[src/rtl/seq_multiplier32.sv]
// rtl/seq_multiplier32.sv - sequential unsigned shift-and-add multiplier, WIDTH cycles per product
// Each RUN cycle adds the multiplicand into the upper half when the multiplier LSB is set, then shifts right.
module ripple_addsub #(
  parameter int WIDTH = 32
) (
  input  logic [WIDTH-1:0] a,
  input  logic [WIDTH-1:0] b,
  input  logic             cin,
  input  logic             sub,
  output logic [WIDTH-1:0] sum,
  output logic             cout,
  output logic             overflow
);
  logic [WIDTH:0]   carry;
  logic [WIDTH-1:0] b_eff;

  always_comb begin
    b_eff    = b ^ {WIDTH{sub}};
    carry    = '0;
    sum      = '0;
    carry[0] = cin ^ sub;
    for (int i = 0; i < WIDTH; i++) begin
      sum[i]       = a[i] ^ b_eff[i] ^ carry[i];
      carry[i+1]   = (a[i] & b_eff[i]) | (carry[i] & (a[i] ^ b_eff[i]));
    end
  end

  assign cout     = carry[WIDTH];
  assign overflow = carry[WIDTH] ^ carry[WIDTH-1];
endmodule

module seq_multiplier32 #(
  parameter int WIDTH = 32
) (
  input  logic                 clk,
  input  logic                 rst_n,
  input  logic                 start,
  input  logic [WIDTH-1:0]     operandA,
  input  logic [WIDTH-1:0]     operandB,
  output logic                 busy,
  output logic                 done,
  output logic [2*WIDTH-1:0]   product,
  output logic                 hi_nonzero
);
  localparam int CW = $clog2(WIDTH) + 1;
  localparam logic [CW-1:0] LAST_CNT = CW'(WIDTH - 1);

  localparam logic [1:0] IDLE = 2'd0;
  localparam logic [1:0] RUN  = 2'd1;
  localparam logic [1:0] DONE = 2'd2;

  logic [1:0]         state;
  logic [WIDTH-1:0]   mcand;
  logic [WIDTH-1:0]   acc_hi;
  logic [WIDTH-1:0]   acc_lo;
  logic [CW-1:0]      cnt;

  logic [WIDTH-1:0]   add_sum;
  logic               add_cout;
  logic               add_ovf_unused;
  logic [WIDTH-1:0]   step_s;
  logic               step_c;
  logic [2*WIDTH-1:0] next_acc;
  logic               accept;

  ripple_addsub #(.WIDTH(WIDTH)) u_adder (
    .a        (acc_hi),
    .b        (mcand),
    .cin      (1'b0),
    .sub      (1'b0),
    .sum      (add_sum),
    .cout     (add_cout),
    .overflow (add_ovf_unused)
  );

  // Carry-out is kept and becomes the new MSB of acc_hi after the shift.
  assign {step_c, step_s} = acc_lo[0] ? {add_cout, add_sum} : {1'b0, acc_hi};
  assign next_acc         = {step_c, step_s, acc_lo[WIDTH-1:1]};

  assign accept = start && ((state == IDLE) || (state == DONE));
  assign busy   = (state == RUN);
  assign done   = (state == DONE);

  always_ff @(posedge clk or negedge rst_n) begin
    if (!rst_n) begin
      state      <= IDLE;
      mcand      <= '0;
      acc_hi     <= '0;
      acc_lo     <= '0;
      cnt        <= '0;
      product    <= '0;
      hi_nonzero <= 1'b0;
    end else begin
      case (state)
        IDLE, DONE: begin
          if (accept) begin
            mcand  <= operandA;
            acc_hi <= '0;
            acc_lo <= operandB;
            cnt    <= '0;
            state  <= RUN;
          end else begin
            state  <= IDLE;
          end
        end
        RUN: begin
          acc_hi <= next_acc[2*WIDTH-1:WIDTH];
          acc_lo <= next_acc[WIDTH-1:0];
          cnt    <= cnt + 1'b1;
          if (cnt == LAST_CNT) begin
            state      <= DONE;
            product    <= next_acc;
            hi_nonzero <= |next_acc[2*WIDTH-1:WIDTH];
          end
        end
        default: state <= IDLE;
      endcase
    end
  end
endmodule

[config.mk]
export PLATFORM = sky130hd
export DESIGN_NAME = seq_multiplier32
export DESIGN_NICKNAME = d
export VERILOG_FILES = /design/src/rtl/seq_multiplier32.sv
export SDC_FILE = /design/constraint.sdc
export NUM_CORES = 1
export LEC_CHECK = 0
export BUFFER_PORTS_ARGS = -buffer_cell sky130_fd_sc_hd__buf_4
export CAP_MARGIN = 20
export CORE_ASPECT_RATIO = 1.4
export CORE_MARGIN = 5
export CORE_UTILIZATION = 27
export CTS_CLUSTER_SIZE = 14
export DETAILED_ROUTE_END_ITERATION = 7
export HOLD_SLACK_MARGIN = 0.15
export PLACE_DENSITY_LB_ADDON = 0.15
export SYNTH_ARGS = -nofsm -noshare
export SYNTH_HDL_FRONTEND = slang
export SYNTH_SLANG_ARGS = --single-unit
export TNS_END_PERCENT = 5
[constraint.sdc]
create_clock -name clk -period 30.7 [get_ports clk]
set_clock_uncertainty 0.1 [all_clocks]
set_input_delay 6.14 -clock clk [delete_from_list [all_inputs] [get_ports clk]]
set_output_delay 6.14 -clock clk [all_outputs]
set_load 0.005 [all_outputs]
==> results of run 1 <==
==> cell usage in the layout (no fill, tap or decap), types with 2 or more instances in the layout <==
master,n
a21oi_1,2
a22oi_1,31
buf_4,138
clkbuf_16,17
clkinv_2,3
clkinv_4,2
clkinvlp_4,3
dfrtp_1,168
fa_1,31
ha_1,2
inv_1,9
inv_2,2
inv_6,4
mux2i_1,31
nand2_1,320
nand3_1,4
nand4_1,4
nor2_1,5
nor3_1,3
nor4_1,12
o21ai_0,74
==> where the power goes <==
| part | internal [mW] | total [mW] | switching [mW] | leakage, nW |
|---|---|---|---|---|
| combinational | 0.175 | 0.351 | 0.177 | 2.22 |
| clock | 0.115 | 0.211 | 0.0963 | 0.271 |
| sequential | 0.322 | 0.415 | 0.0934 | 2.02 |
| total | 0.612 | 0.978 | 0.366 | 4.52 |
==> worst max-delay path: cells and delay by family, from the launching register on <==
kind,cells,cell delay (ns)
flops,1,0.39
simple gates,1,0.55
buf+inv,4,0.24
fa+ha+maj,32,12.03
compound gates,2,0.32
==> routing by layer <==
metal | up-vias | wire [µm]
met5 | - | 0
met4 | 0 | 304
met3 | 19 | 1040
met2 | 94 | 11400
met1 | 2712 | 8730
li1 | 2712 | -
==> cell type report <==
type / instances / area (µm²) / area share
inverter: 11 / 41.3 / 0.00438
multi-input combinational: 533 / 3050 / 0.324
clock inverter: 13 / 120 / 0.0127
timing repair buffer: 140 / 1070 / 0.114
clock buffer: 19 / 443 / 0.0470
sequential: 169 / 4230 / 0.449
tap: 370 / 463 / 0.0491
==> through the flow <==
stage / setup WS (ns) / cell area (µm²) / std cells
final: 16.97 / 9420 / 1255
after global routing: 16.57 / 9420 / 1255
after CTS: 16.97 / 9400 / 1254
after detailed placement: 17.05 / 8830 / 1222
after global placement: 17.13 / 8830 / 1222
after floorplan: 17.58 / 7530 / 756
==> state kept, by name, summed over array words and instances (netlist names) <==
register    flops
acc_hi         32
hi_nonzero      1
acc_lo         32
cnt             6
product        64
state           2
mcand          32
==> kinds of logic after synthesis <==
| family | Yosys count |
|---|---|
| and+or+nand+nor | 356 |
| AOI/OAI and AO/OA | 113 |
| DFF | 169 |
| adders and majority gates | 33 |
| buffers and inverters | 54 |
| muxes | 31 |
==> final timing paths <==
kind	endpoint	from	slack, ns
max	hi_nonzero	mcand[0]	16.97
min	product[40]	product[40]	0.38
max reg2reg	hi_nonzero	mcand[0]	16.97
min reg2reg	product[40]	product[40]	0.38
max in group asynchronous	acc_lo[0]	rst_n	23.27
min in group asynchronous	product[21]	rst_n	5.54
==> results by group, run 1 <==
Cells and area
  • Fin nets: between 900 and 1000
  • Layout cells sized above 1: 0.202
  • Area delta synth->final: 25.2%
  • Fill cell count: 2919
  • Antenna Cells: 0
  • Final Util: 0.342

CTS
  • Clock-pin transition on the worst setup and hold timing paths: 0.07 ns
  • Root buf cell: clkbuf_16
  • Total CTS buffers: 17
  • Cts hold-fix bufs: 0
  • Resize count post-CTS: 0
  • TritonCTS clock tree: yes
  • H-tree levels: 4
  • Clk sink count: about 170
  • Worst-skew pair later-pin latency: 0.44 ns
  • Postcts setup bufs: 0
  • Clk buf depth: 2

Detailed routing
  • DR iter-0 viols: 290
  • Routed length per instance: about 17 µm
  • Via/cell ratio: between 4 and 5
  • # DRC: 0
  • Drt pass-1 iters: 4
  • Final WL: ~21000 µm
  • Vias: ~5500
  • Number of routed nets with antenna violations: 0

STA
  • Slew Limit Fails: 0
  • Slew Limit Headroom: 0.269
  • RSZ-0062 raised after global routing: no
  • Final TNS setup: 0 ns
  • Worst hold slack: 0.378 ns
  • Final Hold Viols: 0
  • Fmax: about 0.073 GHz
  • Worst slew pin tran: 1.10 ns
  • Finish-stage setup viols: 0
  • Final min period: 13.73 ns
  • Final worst-path cycle share: 0.447

Logic synthesis
  • Mapped Cells: 756
  • Area contributors post-synth: dfrtp_1 (56%), nand2_1 (16%), fa_1 (8.2%), o21ai_0 (4.9%), mux2i_1 (4.1%)
  • Synth Area in Simple Gates: 0.187
  • Synth Cell Area: 0.00753 mm²
  • Post-synthesis mux area share: 0.0412
  • Synth Area in Compound Gates: 0.0884
  • Post-synthesis adder-cell area fraction: 0.0858
  • Synthesis Warnings: 0
  • XOR/XNOR share of the synthesized area: 0
  • Synth Area per Inst: 9.96 µm²
  • Commonest cells in the netlist: nand2_1 (320), dfrtp_1 (169), o21ai_0 (74)
  • Top FF cell, synth: dfrtp_1
  • Leading area contributor after synthesis: dfrtp_1
  • Post-synth EDFFs: 0
  • Synth Net Count: 856
  • Largest family of logic cells by synthesized area: simple AND/OR/NAND/NOR gates
  • Distinct cells, synth: 30
  • Yosys top cell area share: 0.562
  • Count leader, synth: nand2_1
  • Ys async rst share: 1.00
  • Post-synthesis sequential area ratio: 0.562
  • Seq cells post-synth: roughly 170

Run
  • Max Cap Violations: 0

Floorplan
  • Row cnt: 72
  • Die Y: between 200 and 250 µm
  • Die ar.: 0.0314 mm²
  • Initial Util: 0.273
  • Die Span X: 151 µm
  • Top Ports: between 100 and 150
  • Core Region: 0.0276 mm²

Global route
  • Antenna violations before repair: 0
  • Largest net degree at the start of global routing: 77
  • Gr usage total: 0.144
  • Vias in the first global route: 6131
  • Global-route wire length before repair: 35200 µm
  • GRT busiest layer: met2
  • Met2 usage: 0.246
  • GRT overflow: 0
  • Met1 GRT Util: 0.176
  • GR Util met3: 0.0389

Power
  • Leakage power: approximately 4.5 nW
  • Power Total: 0.978 mW
  • Pwr dens: slightly above 100 mW/mm²
  • Peak VDD IR: 0.0413 mV

Placement
  • Port Buffers: 133
  • DP HPWL: 14500 µm
  • GPL Wtd Cong: 0.764

Worst setup path
  • Most common cell on crit path: fa_1
  • Cell count of the worst reg-to-reg path: 39
  • CP required: 30.92 ns
  • CP arrival: 13.94 ns
  • Max incr delay on CP: 0.55 ns
  • Crit end category: flop
  • Critical Path Start Type: flop
  • Critical-path top delay cell: or4_1
  • Worst Path Max Fanout: 2
  • Worst setup path class: reg2reg

Min path
  • Hold Crit Depth: 2
  • HP Class: reg2reg

Status
  • Status: finished clean
Power figures use the tool's default switching activity.
==> run 2, diff against run 1 <==
--- a/config.mk
+++ b/config.mk
@@ -5,6 +5,7 @@
 export SDC_FILE = /design/constraint.sdc
 export NUM_CORES = 1
 export LEC_CHECK = 0
+export ABC_AREA = 1
 export BUFFER_PORTS_ARGS = -buffer_cell sky130_fd_sc_hd__buf_4
 export CAP_MARGIN = 20
 export CORE_ASPECT_RATIO = 1.4
==> constraint.sdc (replaced) <==
create_clock -name clk -period 13.3 [get_ports clk]
set_clock_uncertainty 0.1 [all_clocks]
set_input_delay 2.66 -clock clk [delete_from_list [all_inputs] [get_ports clk]]
set_output_delay 2.66 -clock clk [all_outputs]
set_load 0.005 [all_outputs]
==> run 2 against run 1 <==
Effect of this change: cell area rose by 2.6%; clock power rose to 2.6 times the previous value; synthesized cell count rose by 1.1%; worst setup slack worse by 16 ns; clock-buffer cell count is 1 higher; critical endpoint unchanged; routed wire length decreased by 6.9%; critical path type unchanged; largest power group unchanged; worst hold slack gained 0.012 ns; non-clock buffer count rose by 2.
==> results by group, run 2 <==
Cells and area
  • Fin nets: between 900 and 1000
  • Layout cells sized above 1: 0.252
  • Fill cell count: around 2900
  • Max reg flops: 64
  • Antenna Cells: 0
  • Final non-filler cell total: between 1000 and 1500
  • Largest Register: product
  • Multi-input logic area: 0.00289 mm²
  • Final Util: 0.343
  • Commonest non-fill, non-tap cell in the layout: nand2_1
  • Most frequent cells in the layout: nand2_1 (178), dfrtp_1 (169), buf_4 (141), inv_1 (97), o21ai_1 (69)
  • FF/Latch Area: 0.00423 mm²
  • Area delta synth->final: 25.9%

Floorplan
  • Die Span X: 153 µm
  • Die Y: between 200 and 250 µm
  • Core Region: 0.0282 mm²
  • Top Ports: between 100 and 150
  • Row cnt: 73
  • Initial Util: 0.272
  • Die ar.: approximately 0.032 mm²

STA
  • Worst hold slack: roughly 0.4 ns
  • Worst slew pin tran: between 0.9 and 1 ns
  • Finish-stage setup viols: 0
  • RSZ-0062 raised after global routing: no
  • Slew Limit Headroom: 0.381
  • Final min period: 12.74 ns
  • Fmax: 0.0785 GHz
  • Final Hold Viols: 0
  • Slew Limit Fails: 0
  • Final WS setup: roughly 0.56 ns
  • Final worst-path cycle share: 0.958

CTS
  • TritonCTS clock tree: yes
  • Worst-skew pair later-pin latency: 0.44 ns
  • Cts hold-fix bufs: 0
  • Clk sink count: 169
  • Clock-pin transition on the worst setup and hold timing paths: 0.07 ns
  • Total CTS buffers: 17
  • Clk buf depth: 2
  • Root buf cell: clkbuf_16
  • H-tree levels: 4

Logic synthesis
  • Seq cells post-synth: 169
  • Synthesis Warnings: 0
  • Post-synthesis sequential area ratio: 0.551
  • Synth Net Count: 864
  • Mapped Cells: 764
  • Synth Cell Area: 0.00768 mm²
  • Ys async rst share: 1.00
  • Commonest cells in the netlist: nand2_1 (181), dfrtp_1 (169), inv_1 (97)
  • Count leader, synth: nand2_1
  • Yosys top cell area share: 0.551
  • Area contributors post-synth: dfrtp_1 (55%), nand2_1 (8.8%), fa_1 (8.1%), inv_1 (4.7%), o21ai_1 (4.5%)
  • Synth Area per Inst: 10.1 µm²
  • Top FF cell, synth: dfrtp_1
  • Leading area contributor after synthesis: dfrtp_1
  • Distinct cells, synth: 21
  • Post-synth EDFFs: 0

Worst setup path
  • Crit end category: flop
  • Critical Path Start Type: flop
  • CP required: ~14 ns
  • R2R Path End: hi_nonzero
  • Most common cell on crit path: fa_1
  • Cell count of the worst reg-to-reg path: 46
  • Critical-path top delay cell: fa_1
  • CP arrival: around 13 ns
  • Reg-to-reg critical path startpoint: mcand[0]
  • Worst setup path class: reg2reg
  • Max incr delay on CP: 0.42 ns
  • R2r setup slk: 0.56 ns
  • Worst Path Max Fanout: 2

Status
  • Status: finished clean

Detailed routing
  • DR WL met2: 10400 µm
  • Met1 wire length: 8550 µm
  • DR iter-0 viols: 190
  • DR top layer: met4
  • Met3 Routed Length: 681 µm
  • Final WL: 20000 µm
  • Drt pass-1 iters: 6
  • # DRC: 0
  • Number of routed nets with antenna violations: 0
  • Routed length per instance: 15.7 µm
  • Via/cell ratio: between 4 and 5
  • Vias: 5534

Placement
  • Port Buffers: about 130
  • Cells after DPL: 1236
  • DP HPWL: 13200 µm
  • Post-Place Worst Slack: -0.205 ns
  • GPL Wtd Cong: 0.709

Power
  • Power Total: 1.88 mW
  • Pwr dens: 195 mW/mm²
  • Peak VDD IR: 0.0867 mV
  • Leakage power: 4.67 nW

Min path
  • HP Class: reg2reg
  • Hold Crit Depth: 2
  • Hold Path Sink: product[16]
  • Startpoint of the worst hold path: product[16]

Global route
  • GRT overflow: 0
  • Gr usage total: 0.129
  • Vias in the first global route: 5898
  • Global-route wire length before repair: 32900 µm
  • Largest net degree at the start of global routing: 76
  • Antenna violations before repair: 0

Run
  • Max Cap Violations: 0
==> run 2: cell types whose count changed in the layout (fill, tap and decap cells not counted), sizes merged, moves of 31 or more <==
cell    change
nand3      +39
nand2     -138
inv        +87
mux2i      -31
a22oi      -31
o221ai     +31
==> run 2: cells by family (layout without fill, tap and decap cells) <==
logic type	after synthesis	count (layout)	synth area share
multiplexers	30	30	0.0440
flip-flops	169	169	0.551
AND/OR/NAND/NOR	244	244	0.127
adder cells (fa/ha/maj)	33	33	0.0841
AO/OA/AOI/OAI	144	144	0.114
buffers and inverters	144	273	0.0807
==> run 2: worst max-delay path: cells and delay by family, from the launching register on <==
kind | cells | cell delay, ns
adder cells (fa/ha/maj) | 32 | 11.27
AND/OR/NAND/NOR | 9 | 0.58
flip-flops | 1 | 0.38
buffers and inverters | 5 | 0.30
==> run 2: final cells by class <==
cell class	instances	share of cell area
Clock buffer	20	0.0472
Tap cell	375	0.0485
Multi-Input combinational cell	451	0.298
Sequential cell	169	0.437
Timing Repair Buffer	142	0.111
Inverter	99	0.0384
Clock inverter	12	0.0193
==> run 2: worst max-delay path by stage <==
stage | start | to | slack, ns | cells after the start
5_1_grt | mcand[0] | hi_nonzero | 0.005 | 46
3_3_place_gp | mcand[0] | hi_nonzero | -0.07 | 46
2_1_floorplan | mcand[0] | hi_nonzero | 0.46 | 46
4_1_cts | mcand[0] | hi_nonzero | 0.03 | 46
3_5_place_dp | mcand[0] | hi_nonzero | -0.20 | 46
6_report | mcand[0] | hi_nonzero | 0.56 | 46
==> run 2: per-layer routing <==
layer	vias up	track usage
met5	-	0
met4	0	0.0440
met3	21	0.0281
met2	100	0.226
met1	2677	0.157
li1	2736	-
==> run 2: report_power, final <==
| group | internal [mW] | leakage, nW | switching [mW] |
|---|---|---|---|
| clock network | 0.327 | 0.304 | 0.224 |
| registers | 0.635 | 1.95 | 0.0807 |
| logic | 0.253 | 2.42 | 0.362 |
| total | 1.21 | 4.67 | 0.667 |
==> run 2: per-stage QoR <==
step,area [µm²],TNS [ns]
2_1_floorplan,7680,0
3_3_place_gp,8990,-0.0702
3_5_place_dp,8990,-0.205
4_1_cts,9650,0
5_1_grt,9670,0
6_report,9670,0
==> run 2: repair_timing <==
item                                    CTS  global route
setup buffers                             0             0
resized for setup                         6             9
endpoints found under the setup margin    3             3
